$ cat src/rtl/fifo_stream_reader.sv
// fifo_stream_reader
//
// Read-side master for the team FIFO. Words are popped from the FIFO's
// show-ahead port and re-emitted on an AXI-Stream master, framed into
// fixed-length packets with m_tlast on the final beat of each packet.
//
// A 2-entry output buffer decouples the FIFO pop from m_tready: the pop
// request only looks at buffer occupancy, never at m_tready.
//
// Parameters:
//   WIDTH   - data word width (must match the FIFO)
//   PKT_LEN - beats per packet (>= 1)
//   CNT_W   - width of the word/packet status counters
//
// Ports:
//   clk          - system clock, all state on posedge
//   reset        - asynchronous, active-low reset
//   enable       - level, 1 = pull words from the FIFO
//   fifo_empty   - FIFO empty flag
//   fifo_data    - FIFO head word (valid while fifo_empty = 0)
//   fifo_r_ready - pop request to the FIFO
//   m_tvalid     - stream valid
//   m_tdata      - stream data
//   m_tlast      - last beat of packet
//   m_tready     - stream ready
//   word_cnt     - beats accepted downstream (wraps)
//   pkt_cnt      - packets completed downstream (wraps)
//   busy         - 1 when the FSM is not IDLE

module fifo_stream_reader #(
  parameter int WIDTH   = 32,
  parameter int PKT_LEN = 8,
  parameter int CNT_W   = 16
) (
  input  logic             clk,
  input  logic             reset,
  input  logic             enable,
  input  logic             fifo_empty,
  input  logic [WIDTH-1:0] fifo_data,
  output logic             fifo_r_ready,
  output logic             m_tvalid,
  output logic [WIDTH-1:0] m_tdata,
  output logic             m_tlast,
  input  logic             m_tready,
  output logic [CNT_W-1:0] word_cnt,
  output logic [CNT_W-1:0] pkt_cnt,
  output logic             busy
);

  // Beat index needs at least one bit even when every beat is last.
  localparam int IDX_W = (PKT_LEN > 1) ? $clog2(PKT_LEN) : 1;
  localparam logic [IDX_W-1:0] LAST_IDX = IDX_W'(PKT_LEN - 1);

  typedef enum logic [1:0] {
    IDLE,
    RUN,
    DRAIN
  } state_t;

  state_t           state;
  state_t           state_next;
  logic [1:0]       occ;
  logic [1:0]       occ_next;
  logic [WIDTH-1:0] data0;
  logic [WIDTH-1:0] data1;
  logic             last0;
  logic             last1;
  logic [IDX_W-1:0] beat_idx;
  logic             pop;
  logic             handshake;
  logic             pop_last;

  // The reset term keeps the pop request low the instant reset asserts,
  // even though enable and fifo_empty are free-running inputs.
  assign pop          = reset & enable & ~fifo_empty & (occ != 2'd2);
  assign fifo_r_ready = pop;

  assign m_tvalid  = (occ != 2'd0);
  assign m_tdata   = data0;
  assign m_tlast   = last0;
  assign handshake = m_tvalid & m_tready;
  assign pop_last  = (beat_idx == LAST_IDX);
  assign busy      = (state != IDLE);

  // Occupancy after this edge: a simultaneous pop and handshake cancel.
  always_comb begin
    occ_next = occ;
    case ({pop, handshake})
      2'b10:   occ_next = occ + 2'd1;
      2'b01:   occ_next = occ - 2'd1;
      default: occ_next = occ;
    endcase
  end

  // Output buffer: entry 0 is the head presented on the stream, entry 1
  // holds the word behind it. A handshake shifts entry 1 forward; a pop
  // lands in the first free slot after any shift.
  always_ff @(posedge clk or negedge reset) begin
    if (!reset) begin
      data0    <= '0;
      data1    <= '0;
      last0    <= 1'b0;
      last1    <= 1'b0;
      occ      <= 2'd0;
      beat_idx <= '0;
    end else begin
      case ({pop, handshake})
        2'b10: begin
          if (occ == 2'd0) begin
            data0 <= fifo_data;
            last0 <= pop_last;
          end else begin
            data1 <= fifo_data;
            last1 <= pop_last;
          end
        end
        2'b01: begin
          data0 <= data1;
          last0 <= last1;
        end
        2'b11: begin
          if (occ == 2'd1) begin
            data0 <= fifo_data;
            last0 <= pop_last;
          end else begin
            data0 <= data1;
            last0 <= last1;
            data1 <= fifo_data;
            last1 <= pop_last;
          end
        end
        default: begin
        end
      endcase
      occ <= occ_next;
      // The index survives enable drops so a packet resumes where it left off.
      if (pop) begin
        beat_idx <= pop_last ? '0 : beat_idx + IDX_W'(1);
      end
    end
  end

  // Status counters track beats and packets accepted downstream.
  always_ff @(posedge clk or negedge reset) begin
    if (!reset) begin
      word_cnt <= '0;
      pkt_cnt  <= '0;
    end else if (handshake) begin
      word_cnt <= word_cnt + CNT_W'(1);
      if (m_tlast) begin
        pkt_cnt <= pkt_cnt + CNT_W'(1);
      end
    end
  end

  // State register.
  always_ff @(posedge clk or negedge reset) begin
    if (!reset) begin
      state <= IDLE;
    end else begin
      state <= state_next;
    end
  end

  // DRAIN lets buffered words finish after enable drops; it is decided on
  // the post-edge occupancy so an empty buffer goes straight to IDLE.
  always_comb begin
    state_next = state;
    case (state)
      IDLE: begin
        if (enable) state_next = RUN;
      end
      RUN: begin
        if (!enable) state_next = (occ_next != 2'd0) ? DRAIN : IDLE;
      end
      DRAIN: begin
        if (enable)                state_next = RUN;
        else if (occ_next == 2'd0) state_next = IDLE;
      end
      default: state_next = IDLE;
    endcase
  end

endmodule

$ cat config.mk
export PLATFORM = sky130hd
export DESIGN_NAME = fifo_stream_reader
export DESIGN_NICKNAME = d
export VERILOG_FILES = /design/src/rtl/fifo_stream_reader.sv
export SDC_FILE = /design/constraint.sdc
export NUM_CORES = 1
export LEC_CHECK = 0
export BUFFER_PORTS_ARGS = -buffer_cell sky130_fd_sc_hd__buf_2
export CAP_MARGIN = 25
export CORE_MARGIN = 4
export CORE_UTILIZATION = 45
export CTS_CLUSTER_DIAMETER = 30
export DETAILED_ROUTE_END_ITERATION = 6
export HOLD_SLACK_MARGIN = 0.03
export PLACE_DENSITY = 0.65
export SYNTH_ARGS = -nofsm -noshare
export SYNTH_HDL_FRONTEND = slang
export SYNTH_SLANG_ARGS = --single-unit
$ cat constraint.sdc
create_clock -name clk -period 4.6 [get_ports clk]
set_input_delay 0 -clock clk [delete_from_list [all_inputs] [get_ports clk]]
set_output_delay 0 -clock clk [all_outputs]
set_load 0.02 [all_outputs]
==> results.md <==
- Number of setup buffers added after CTS: 0
- Worst EP required: ~4.9 ns
- CTS tree: yes
- Nets@finish: ~530
- GRT Total Usage: between 15 and 20%
- Total wire length: between 9000 and 10000 µm
- Max stage delay on crit path: between 0.7 and 0.8 ns
- Number of global-route vias before repair: about 3300
- Die area: about 12000 µm²
- Area grow syn2layout: 23.9%
- Grt ovf: 0
- Hpwl dp: around 6300 µm
- P_leak: around 3.1 nW
- Synthesized area per cell: between 10 and 15 µm²
- CP Capture Type: flip-flop
- Share of cells above drive strength 1: between 40% and 50%
- Global-route wire length before repair: 15900 µm
- Vias per cell: slightly above 5
- Core Region: roughly 10000 µm²
- Die X: 111 µm
- Total power: between 3 and 4 mW
- Hold Crit Depth: 3
- Reg clk slew, reported paths: about 0.10 ns
- DR vias: roughly 3200
- WS Path Type: flip-flop to flip-flop
- Synthesis-stage register bit count: 105
- Port Buffer Count: ~100
- Synth warnings: 0
- Cts hold-fix bufs: 35
- Clock skew: slightly below 0.009 ns
- Post-synth ARST share: 100%
- Slew Viols, Final: 0
- Setup TNS: 0 ns
- Clock tree buffer depth: 2
- Cells after Synth: 341
- Placer Congestion: between 0.7 and 0.8
- Max FO, Critical Path: 33
- H-tree Lvls: 3
- Root Buffer: clkbuf_8
- RSZ-0062 raised after global routing: no
- Hold endpoint: beat_idx[0]
- First drt pass iteration count: 4
- CP Buf/Inv Count: 3
- Initial Util: between 40% and 50%
- Rel. slew slack: a little under two fifths
- Clock latency on the worst-skew pair: 0.36 ns
- EDFF count, synth: 0
- Drt drc: 0
- Max-Cap Viols: 0
- R2R depth: 8
- Fmax: 0.325 GHz
- Critical path cell sequence: inv_1 > ha_1 > nor2b_1 > inv_1 > ha_1 > o211ai_1 > buf_4 > mux2_2
- Routed len/inst: ~15 µm
- Worst R2R Setup Slack: 1.52 ns
- Crit share post-route: around 67%
- Max VDD drop: about 0.27 mV
- Count of final setup violators: 0
- ANT nets after route: 0
- Slew @ Worst Pin: around 0.94 ns
- Ys flop type: dfrtp_1
- Reg-to-Reg Start: occ[0]
- Largest net degree at the start of global routing: just under 60
- Syn_nets: roughly 390
- Chip Height: between 100 and 150 µm
- CP Depth: 8
- Clock sink total: 105
- Mapped cell area: about 4800 µm²
- Hold Vio Cnt, Final: 0
- Outcome: complete, no violations
- Worst path top cell family by delay: simple AND/OR/NAND/NOR gates
- First DRT Iteration DRCs: 60
- Synth unique cells: 34
- Final worst path period need: approximately 3 ns
- Post_cts resized: 0
- Boundary pin count: about 110
- Slowest CP cell: nor2b_1
- Number of fill cells: 854
- FF-to-FF End: data1[31]
- ANT cells: 0
- Initial antenna violation count: 0
- Pwr Density: ~540 nW/µm²
- Num CTS Buffers: 9
- Setup crit start kind: flip-flop
- Crit path DAT: 3.33 ns
- Worst Hold Class: input port to flip-flop
- Hold_sp: fifo_empty
- Register area share after synthesis: ~55%
- FP Rows: 37
[layout by cell type, fill, tap and decap left out, drive strengths merged, types with 10 or more instances in the layout]
cell	n
dfrtp	105
clkbuf	10
nand3	10
xnor2	17
dlygate4sd3	35
xor2	13
buf	108
mux2	70
nand2	19
inv	11
a22o	33
ha	10
[area by class of cell]
cell class / instances / area, µm² / area share (%)
repair buffers: 143 / 903 / 15.3
multi-input cells: 214 / 2010 / 33.9
clock buffers: 10 / 138 / 2.32
inverters: 9 / 33.8 / 0.570
well taps: 136 / 170 / 2.87
clock inverters: 6 / 41.3 / 0.697
flip-flops and latches: 105 / 2630 / 44.4
[cell families (layout without fill, tap and decap cells)]
logic type      after synthesis  count (layout)  share of synthesized area (%)
compound gates               41              41                           7.57
buf+inv                      22             168                           2.99
simple gates                 62              62                           7.28
fa+ha+maj                    10              10                           2.62
xor+xnor                     30              30                           5.50
mux                          71              71                           19.1
flops                       105             105                           55.0
[worst max-delay path by stage]
stage	to	slack, ns	from
final	data1[31]	1.52	occ[0]
after global routing	data1[31]	1.30	occ[0]
after global placement	data1[28]	1.73	occ[0]
after floorplan	m_tdata[0]	1.99	occ[0]
after CTS	data1[31]	1.53	occ[0]
after detailed placement	data1[21]	1.55	occ[0]
[tightest hold or removal path: stages]
cell and delay, ns:
buf_2 0.10, nor4b_4 0.08, mux2_2 0.22
[per-layer routing]
| layer | up-vias | wire length, µm | track usage (%) |
|---|---|---|---|
| met5 | - | 0 | 0 |
| met1 | 1576 | 4270 | 19.7 |
| met2 | 74 | 4590 | 26.5 |
| met4 | 0 | 165 | 6.41 |
| li1 | 1497 | - | - |
| met3 | 14 | 413 | 3.17 |
[cell usage after synthesis, drive strengths merged (2+ instances only)]
library cell / n / area, µm²
dfrtp: 105 / 2630
mux2: 70 / 901
a22o: 33 / 289
nand2: 19 / 71.3
xnor2: 17 / 149
buf: 13 / 109
xor2: 13 / 114
ha: 10 / 125
nand3: 10 / 50.1
inv: 9 / 33.8
nor3: 7 / 35.0
nor2: 5 / 18.8
nand4: 4 / 25.0
and3: 3 / 18.8
or2: 3 / 18.8
a21oi: 2 / 21.3
nand4b: 2 / 17.5
nor2b: 2 / 12.5
nor4: 2 / 27.5
o21ai: 2 / 10.0
[state kept, by name, indices dropped and copies added (netlist names)]
register and flops:
occ 2, state 2, last1 1, word_cnt 16
m_tdata 32, beat_idx 3, m_tlast 1, data1 32
pkt_cnt 16
[power by group]
group / switching [mW] / leakage (nW) / internal [mW]
clock network: 0.313 / 0.0968 / 0.214
logic: 0.580 / 1.64 / 0.622
registers: 0.201 / 1.31 / 1.26
total: 1.09 / 3.05 / 2.10
[stage by stage]
stage               instances  setup slack (ns)  hold WS (ns)  cell area, µm²  utilization [%]
detailed placement        572              1.55        0.0680            5390             52.2
floorplan                 341              1.99        -0.296            4780                -
global route              623              1.30        0.0834            5920             57.4
CTS                       623              1.53        0.0683            5920             57.4
finish                    623              1.52        0.0843            5920             57.4
global placement          572              1.73        0.0646            5390             52.2
Power figures use the tool's default switching activity.
